--- config.mk ---
export PLATFORM = sky130hd
export DESIGN_NAME = tri_64x144_fifo_ctl
export DESIGN_NICKNAME = d
export VERILOG_FILES = /design/src/rtl/tri_64x144_fifo_ctl_pkg.sv /design/src/rtl/tri_fifo_ctl_pfbuf.sv /design/src/rtl/tri_64x144_fifo_ctl.sv
export SDC_FILE = /design/constraint.sdc
export NUM_CORES = 1
export LEC_CHECK = 0
export CELL_PAD_IN_SITES_DETAIL_PLACEMENT = 0
export CELL_PAD_IN_SITES_GLOBAL_PLACEMENT = 1
export CORE_MARGIN = 8
export CORE_UTILIZATION = 35
export CTS_CLUSTER_DIAMETER = 60
export DETAILED_ROUTE_END_ITERATION = 10
export GPL_ROUTABILITY_DRIVEN = 1
export PLACE_DENSITY_LB_ADDON = 0.08
export SYNTH_ARGS = -nofsm -noshare
export SYNTH_HDL_FRONTEND = slang
export SYNTH_HIERARCHICAL = 1
export SYNTH_SLANG_ARGS = --single-unit
--- constraint.sdc ---
create_clock -name nclk -period 6 [get_ports nclk]
set_input_delay 1.2 -clock nclk [delete_from_list [all_inputs] [get_ports nclk]]
set_output_delay 1.2 -clock nclk [all_outputs]
set_load 0.005 [all_outputs]
--- src/rtl/tri_64x144_fifo_ctl_pkg.sv ---
// Shared sizing for the 64x144 register-file FIFO controller and its prefetch buffer.
// Also holds the wrap-bit pointer compares.
package tri_64x144_fifo_ctl_pkg;

    localparam int DEPTH  = 64;
    localparam int AW     = 6;
    localparam int WIDTH  = 144;
    localparam int RD_LAT = 2;
    localparam int BUF    = 4;
    localparam int OCC_W  = 7;

    localparam int PTR_W  = AW + 1;
    localparam int BUF_AW = $clog2(BUF);
    localparam int CRED_W = $clog2(BUF + 1);

    // The extra MSB on each pointer separates full (MSBs differ) from empty (identical).
    function automatic logic ptr_full(input logic [PTR_W-1:0] wp, input logic [PTR_W-1:0] rp);
        return (wp[AW] != rp[AW]) && (wp[AW-1:0] == rp[AW-1:0]);
    endfunction

    function automatic logic ptr_empty(input logic [PTR_W-1:0] wp, input logic [PTR_W-1:0] rp);
        return wp == rp;
    endfunction

endpackage

--- src/rtl/tri_fifo_ctl_pfbuf.sv ---
// Prefetch buffer that catches array read returns and presents the FIFO head.
// It also reports how many more reads may be launched without overflowing it.
module tri_fifo_ctl_pfbuf
    import tri_64x144_fifo_ctl_pkg::*;
(
    input  logic              nclk,
    input  logic              rst_b,
    input  logic              flush,
    input  logic              land,
    input  logic [WIDTH-1:0]  land_data,
    input  logic              take,
    input  logic [CRED_W-1:0] inflight,
    output logic              out_val,
    output logic [WIDTH-1:0]  out_data,
    output logic [CRED_W-1:0] credits
);

    logic [WIDTH-1:0]  mem [BUF];
    logic [BUF_AW-1:0] head;
    logic [BUF_AW-1:0] tail;
    logic [CRED_W-1:0] count;

    assign out_val  = (count != '0);
    assign out_data = mem[head];
    // Reads still travelling through the array pipe already own a buffer slot.
    assign credits  = CRED_W'(BUF) - count - inflight;

    always_ff @(posedge nclk or negedge rst_b) begin
        if (!rst_b) begin
            head  <= '0;
            tail  <= '0;
            count <= '0;
        end else if (flush) begin
            head  <= '0;
            tail  <= '0;
            count <= '0;
        end else begin
            if (land) tail <= tail + BUF_AW'(1);
            if (take) head <= head + BUF_AW'(1);
            case ({land, take})
                2'b10:   count <= count + CRED_W'(1);
                2'b01:   count <= count - CRED_W'(1);
                default: count <= count;
            endcase
        end
    end

    always_ff @(posedge nclk) begin
        if (land) mem[tail] <= land_data;
    end

endmodule

--- src/rtl/tri_64x144_fifo_ctl.sv ---
// Turns a 64x144 1r1w register file with 2-cycle read latency into a valid/ready FIFO.
// It owns both array ports, tracks reads in flight, and feeds pops from a prefetch buffer.
module tri_64x144_fifo_ctl
    import tri_64x144_fifo_ctl_pkg::*;
(
    input  logic              nclk,
    input  logic              rst_b,
    input  logic              flush,
    input  logic              push_val,
    output logic              push_rdy,
    input  logic [WIDTH-1:0]  push_data,
    output logic              pop_val,
    input  logic              pop_rdy,
    output logic [WIDTH-1:0]  pop_data,
    output logic [OCC_W-1:0]  occupancy,
    output logic              ary_wr_act,
    output logic              ary_write_enable,
    output logic [AW-1:0]     ary_addr_wr,
    output logic [WIDTH-1:0]  ary_data_in,
    output logic              ary_rd_act,
    output logic [AW-1:0]     ary_addr_rd,
    input  logic [WIDTH-1:0]  ary_data_out
);

    logic [PTR_W-1:0]  wr_ptr;
    logic [PTR_W-1:0]  rd_ptr;
    logic              run;
    logic [RD_LAT-1:0] vld_pipe;
    logic [CRED_W-1:0] inflight;
    logic [CRED_W-1:0] credits;
    logic              push_fire;
    logic              rd_fire;
    logic              pop_fire;
    logic              land;

    // Fullness comes from registered pointers only, so a read launched this cycle never
    // frees the slot being written and the two ports never touch one address together.
    assign push_rdy  = run && !ptr_full(wr_ptr, rd_ptr) && !flush;
    assign push_fire = push_val && push_rdy;
    assign rd_fire   = !ptr_empty(wr_ptr, rd_ptr) && (credits != '0) && !flush;
    assign pop_fire  = pop_val && pop_rdy;
    assign land      = vld_pipe[RD_LAT-1] && !flush;

    assign ary_wr_act       = push_fire;
    assign ary_write_enable = push_fire;
    assign ary_addr_wr      = wr_ptr[AW-1:0];
    assign ary_data_in      = push_data;
    assign ary_rd_act       = rd_fire;
    assign ary_addr_rd      = rd_ptr[AW-1:0];

    always_comb begin
        inflight = '0;
        for (int i = 0; i < RD_LAT; i++) begin
            inflight = inflight + CRED_W'(vld_pipe[i]);
        end
    end

    // Holds push_rdy low until the first clock after reset release.
    always_ff @(posedge nclk or negedge rst_b) begin
        if (!rst_b) run <= 1'b0;
        else        run <= 1'b1;
    end

    always_ff @(posedge nclk or negedge rst_b) begin
        if (!rst_b) begin
            wr_ptr <= '0;
            rd_ptr <= '0;
        end else if (flush) begin
            wr_ptr <= '0;
            rd_ptr <= '0;
        end else begin
            if (push_fire) wr_ptr <= wr_ptr + PTR_W'(1);
            if (rd_fire)   rd_ptr <= rd_ptr + PTR_W'(1);
        end
    end

    // One bit per array pipe stage; the top bit marks data present on ary_data_out now.
    always_ff @(posedge nclk or negedge rst_b) begin
        if (!rst_b)     vld_pipe <= '0;
        else if (flush) vld_pipe <= '0;
        else            vld_pipe <= {vld_pipe[RD_LAT-2:0], rd_fire};
    end

    always_ff @(posedge nclk or negedge rst_b) begin
        if (!rst_b) begin
            occupancy <= '0;
        end else if (flush) begin
            occupancy <= '0;
        end else if (push_fire && !pop_fire) begin
            occupancy <= occupancy + OCC_W'(1);
        end else if (!push_fire && pop_fire) begin
            occupancy <= occupancy - OCC_W'(1);
        end
    end

    tri_fifo_ctl_pfbuf u_pfbuf (
        .nclk      (nclk),
        .rst_b     (rst_b),
        .flush     (flush),
        .land      (land),
        .land_data (ary_data_out),
        .take      (pop_fire),
        .inflight  (inflight),
        .out_val   (pop_val),
        .out_data  (pop_data),
        .credits   (credits)
    );

endmodule

==> results of run 1 <==
## area by class of cell
class                           count  share of cell area [%]
Antenna cell                        3                  0.0257
Clock buffer                       89                    6.31
Clock inverter                     35                   0.839
Inverter                            7                  0.0899
Multi-Input combinational cell    299                    15.3
Sequential cell                   607                    61.9
Tap cell                          882                    3.78
Timing Repair Buffer              337                    11.8
## kinds of logic (layout without fill, tap and decap cells)
logic type / after synthesis / after routing / share of synthesized area, %
AND/OR/NAND/NOR: 73 / 73 / 1.78
AO/OA/AOI/OAI: 28 / 28 / 0.909
multiplexers: 156 / 156 / 14.1
buffers and inverters: 202 / 468 / 6.02
adder cells (fa/ha/maj): 17 / 17 / 0.950
other: 2 / 5 / 0.0313
flip-flops: 607 / 607 / 75.4
XOR/XNOR: 23 / 23 / 0.841
## power groups by stage
| stage | clock network, uW | registers [uW] | logic (uW) |
|---|---|---|---|
| after floorplan | 0 | 4890 | 1320 |
| after global placement | 0 | 4970 | 2260 |
| after detailed placement | 0 | 4970 | 2250 |
| after CTS | 4040 | 4890 | 2260 |
| after global routing | 4190 | 4900 | 2360 |
| final | 3890 | 4880 | 2180 |
## metal layers
layer  wire length, um  vias to the layer above
met4              1110                        8
met3              4260                       93
li1                  -                     4766
met5                45                        -
met2             28200                      357
met1             22100                     5615
## per-stage QoR
stage,worst slack [ps],instances
floorplan,444,1108
global placement,1800,2132
detailed placement,1780,2132
CTS,1500,2256
global route,1350,2256
finish,1640,2259
## synthesized netlist by cell type (6+ instances only)
| cell | count | area (um2) |
|---|---|---|
| edfxtp_1 | 576 | 17300 |
| buf_4 | 168 | 1260 |
| a211oi_1 | 9 | 67.6 |
| buf_2 | 12 | 60.1 |
| nor2b_1 | 7 | 43.8 |
| dfrtp_1 | 31 | 776 |
| nand2b_1 | 8 | 50.1 |
| mux4_2 | 144 | 3240 |
| nor2_1 | 18 | 67.6 |
| xor2_1 | 6 | 52.6 |
| xnor2_1 | 17 | 149 |
| buf_1 | 6 | 22.5 |
| mux2i_1 | 9 | 90.1 |
| inv_1 | 7 | 26.3 |
| ha_1 | 15 | 188 |
## final timing paths
path / depth (start not counted) / slack [ps] / to / startpoint
max in group asynchronous: 2 / 4600 / u_pfbuf/head[0] / rst_b
worst max-delay path: 10 / 1640 / ary_rd_act / vld_pipe[0]
worst min register to register: 1 / 500 / wr_ptr[6] / wr_ptr[6]
worst min-delay path: 1 / 500 / wr_ptr[6] / wr_ptr[6]
worst max register to register: 9 / 2570 / occupancy[6] / u_pfbuf/count[0]
min in group asynchronous: 2 / 1020 / wr_ptr[5] / rst_b
## worst register-to-register path: stages (launching register included)
cell and delay, ps:
dfrtp_1 440, or3_1 440, and2_2 300, a211o_4 360, fa_1 450, a211oi_1 320, o21bai_1 130, a21oi_1 270
nor3b_1 80, or4_1 510
## registers in the layout (all words and copies together), names as in the netlist
name / cells
u_pfbuf/mem: 576
occupancy: 7
rd_ptr: 7
wr_ptr: 7
u_pfbuf/count: 3
u_pfbuf/head: 2
u_pfbuf/tail: 2
vld_pipe: 2
run: 1
==> flow_summary.ini, run 1 <==
[worst_setup_path]
end_kind = primary output
crit_slowest_cell = clkdlybuf4s50_1
critPathBufInv = 2
crit_top_cell = ha_1
arrival_ps = 3160
crit_family = adder cells
start_kind = flip-flop
cp.required_ps = 4800
worstPathCellList = ha_1, inv_1, ha_1, ha_1, xor2_1, xnor2_1, nor3_1, a21oi_1, nor2b_1, clkdlybuf4s50_1
setup.worst_path.class = flip-flop to primary output
crit_fanout = 4
cpPeakStageDelay_ps = 540

[final_layout]
final_util_pct = 42.8
final_cell_mix = edfxtp_1 (576), clkdlybuf4s50_1 (316), mux4_2 (144), clkbuf_16 (71), dfrtp_1 (29)
regArea_mm2 = 0.0181
syn_to_final_growth_pct = 22.0
fin_area_mm2 = 0.0292
layout.nets = 1632
multi_input_area_mm2 = 0.00446
final_common_cell = edfxtp_1
drive_above_1_share_pct = 19.8
fillers = 5941

[global_routing]
use_met2_pct = 23.9
track_usage_pct = 14.1
grt_overflow_total = 0
grt_use_met3_pct = 5.39
use_met1_pct = 16.7
grt_pass1_vias = 11800
grt_pass1_wl_mm = 81.4
grt-busiest-layer = met2
grt_max_degree = 76
antenna_found_initial = 7

[cts]
htreeDepth = 3
ctsRootBufferMaster = clkbuf_16
clk_pin_slew_ps = 60
cts_tree = done
postCtsSetupBuffers = 0
holdBufCountCts = 0
clk_latency_ps = 580
numCtsBuffers = 70
clockBufferDepth = 3
cts.sinks = 607
postCtsResizedCells = 0

[route]
drt.antenna.violating_nets = 0
dr.pass1.iters = 4
wire_per_inst_um = 24.7
viasPerCell = 4.80
routed_wirelength_mm = 55.7
vias = 10800
drt_iter0_drc = 429
drcViolationCount = 0

[timing]
finalHoldViolCount = 0
tightestPinTransition_ps = 894
fin_crit_ps = 4360
setup_viol = 0
fin_crit_sh_pct = 72.7
rsz0062_at_grt = no
final.setup.tns_ps = 0
drv_slew = 0
slew-limit-headroom_pct = 40.4
hold_slack_ps = 499
clock.fmax_mhz = 229
worst_clock_skew_ps = 16.8

[synth]
synth-edff-count = 576
ys_ff_latch = 607
ys_seq_area_share_pct = 75.4
ys.flop_type = edfxtp_1
synth_cell_type_count = 48
ys_warn_count = 6
synth.avg_cell_area_um2 = 21.6
async_flop_share_pct = 5.11
synthCells = 1108
synthesis.nets = 1418
netlist_area_mm2 = 0.0240

[die]
core_area_mm2 = 0.0682
boundaryPins = 605
die_area_mm2 = 0.0771
rows = 96
start_util_pct = 35.1
die_h_um = 278
die-width_um = 278

[pwr]
p_total_uw = 10900
pwr-share-seq_pct = 44.6
vdd_ir_drop_max_mv = 0.172
p_clk_share_pct = 35.5
p_comb_share_pct = 19.9
swShare_pct = 24.2
p_sw_uw = 2650
p_int_uw = 8300
cellLeakagePower_uw = 0.00924
power.density_mw_per_mm2 = 375

[place]
numPortBuffers = 316
place.gp.congestion = 0.728
hpwl_mm = 34.8
post_dp_cell_area_mm2 = 0.0271

[status]
status = finished, final reports clean

[min_path]
hold_path.class = flip-flop to flip-flop

[run]
maxCapViolCount = 0
Power figures use the tool's default switching activity.
==> inputs of run 2 (changes only) <==
==> constraint.sdc (replaced) <==
create_clock -name nclk -period 4 [get_ports nclk]
set_input_delay 0.8 -clock nclk [delete_from_list [all_inputs] [get_ports nclk]]
set_output_delay 0.8 -clock nclk [all_outputs]
set_load 0.005 [all_outputs]
==> flow_summary.ini, run 2 (synthesis gave the netlist of run 1 again) <==
[min_path]
hold_path.class = flip-flop to flip-flop

[global_routing]
grt_max_degree = 56
use_met2_pct = 25.2
antenna_found_initial = 4
grt_pass1_wl_mm = 83.8
grt_use_met3_pct = 5.11
grt-busiest-layer = met2
grt_pass1_vias = 12100
use_met1_pct = 16.8
grt_overflow_total = 0
track_usage_pct = 14.5

[worst_setup_path]
cpPeakStageDelay_ps = 540
end_kind = primary output
cp.required_ps = 3200
arrival_ps = 2920
setup.worst_path.class = flip-flop to primary output
worstPathCellList = ha_1, inv_1, ha_1, ha_1, xor2_1, xnor2_1, nor3_2, a21oi_2, nor2b_2, clkdlybuf4s50_1
crit_family = adder cells
crit_fanout = 4
start_kind = flip-flop
crit_top_cell = ha_1
critPathBufInv = 2
crit_slowest_cell = clkdlybuf4s50_1

[cts]
clk_latency_ps = 600
htreeDepth = 3
ctsRootBufferMaster = clkbuf_16
cts.sinks = 607
clockBufferDepth = 3
numCtsBuffers = 72
clk_pin_slew_ps = 50
cts_tree = done

[route]
drt.antenna.violating_nets = 0
viasPerCell = 4.84
drcViolationCount = 0
routed_wirelength_mm = 56.4
drt_iter0_drc = 513
dr.pass1.iters = 4
wire_per_inst_um = 24.7
vias = 11000

[timing]
clock.fmax_mhz = 269
finalHoldViolCount = 0
setup_viol = 0
fin_crit_sh_pct = 93.1
drv_slew = 0
tightestPinTransition_ps = 646
hold_slack_ps = 505
fin_crit_ps = 3720
final.setup.tns_ps = 0
rsz0062_at_grt = no
worst_clock_skew_ps = 12.8
slew-limit-headroom_pct = 56.8

[final_layout]
largest_register = u_pfbuf/mem
multi_input_area_mm2 = 0.00447
fillers = 5968
syn_to_final_growth_pct = 24.1
final_cell_mix = edfxtp_1 (576), clkdlybuf4s50_1 (316), mux4_2 (144), clkbuf_16 (73), dfrtp_1 (29)
layout.nets = 1655
regArea_mm2 = 0.0181
drive_above_1_share_pct = 21.9
largest_reg_flops = 576
final_common_cell = edfxtp_1

[die]
die-width_um = 278
boundaryPins = 605
start_util_pct = 35.1
core_area_mm2 = 0.0682
die_area_mm2 = 0.0771
rows = 96
die_h_um = 278

[place]
numPortBuffers = 316
place.gp.congestion = 0.704
hpwl_mm = 36.5

[pwr]
cellLeakagePower_uw = 0.00948
vdd_ir_drop_max_mv = 0.370
power.density_mw_per_mm2 = 572

[status]
status = finished, final reports clean

[run]
maxCapViolCount = 0
==> run 2: changes by cell type in the layout (fill, tap and decap cells not counted), moves of 2 or more <==
cell,before,now
clkinv_1,16,8
inv_6,3,5
clkbuf_16,71,73
bufinv_16,2,7
buf_12,11,22
buf_4,10,20
clkinvlp_4,1,3
diode_2,3,1
==> run 2: worst register-to-register path: cells and delay by family, from the launching register on <==
kind	cells	cell delay, ps
AO/OA/AOI/OAI	4	1100
flip-flops	1	440
AND/OR/NAND/NOR	4	1330
adder cells (fa/ha/maj)	1	440
==> run 2: worst paths after layout <==
check / start / to / slack, ps / cells after the start
min in group asynchronous: rst_b / u_pfbuf/count[1] / 610 / 1
setup / recovery: vld_pipe[1] / ary_rd_act / 280 / 10
setup reg to reg: u_pfbuf/count[0] / occupancy[6] / 570 / 9
hold / removal: vld_pipe[0] / vld_pipe[1] / 510 / 1
hold reg to reg: vld_pipe[0] / vld_pipe[1] / 510 / 1
max in group asynchronous: rst_b / wr_ptr[3] / 2780 / 2
==> run 2: layer usage <==
metal	vias up	routed length, um
met2	350	29200
li1	4818	-
met1	5721	21700
met4	8	1410
met5	-	55
met3	135	3980
==> run 2: area by class of cell <==
cell class              instances  area share (%)
flip-flops and latches        607            60.8
clock inverters                35            1.36
multi-input cells             299            15.0
clock buffers                  92            6.38
well taps                     882            3.71
diodes                          1         0.00842
repair buffers                358            12.6
inverters                       7          0.0884
==> run 2: report_power, final <==
part           internal, uW  total [uW]  switching (uW)
Combinational          1980        3430            1450
Clock                  3830        6350            2520
Sequential             7120        7220             104
==> run 2: metrics by stage <==
step	total power [uW]	worst slack (ps)	std cells	utilization (%)	instance area [um2]
2_1_floorplan	9300	459	1108	-	24000
3_3_place_gp	10900	245	2152	40.2	27400
3_5_place_dp	10900	261	2152	40.2	27400
4_1_cts	17400	23.3	2279	43.6	29700
5_1_grt	17800	62.9	2280	43.6	29700
6_report	17000	278	2281	43.6	29700
==> run 2: timing repair <==
item / 4_1_cts / 5_1_grt
setup endpoints to repair: 1 / 1
hold buffers: 0 / 0
buffers inserted: 0 / 1
gates cloned: 0 / 0
resized for setup: 2 / 1
==> inputs of run 3 (changes only) <==
--- a/config.mk
+++ b/config.mk
@@ -11,7 +11,6 @@
 export CORE_UTILIZATION = 35
 export CTS_CLUSTER_DIAMETER = 60
 export DETAILED_ROUTE_END_ITERATION = 10
-export GPL_ROUTABILITY_DRIVEN = 1
 export PLACE_DENSITY_LB_ADDON = 0.08
 export SYNTH_ARGS = -nofsm -noshare
 export SYNTH_HDL_FRONTEND = slang
==> results of run 3 <==
Final layout, timing and power as in run 2 (identical DEF).
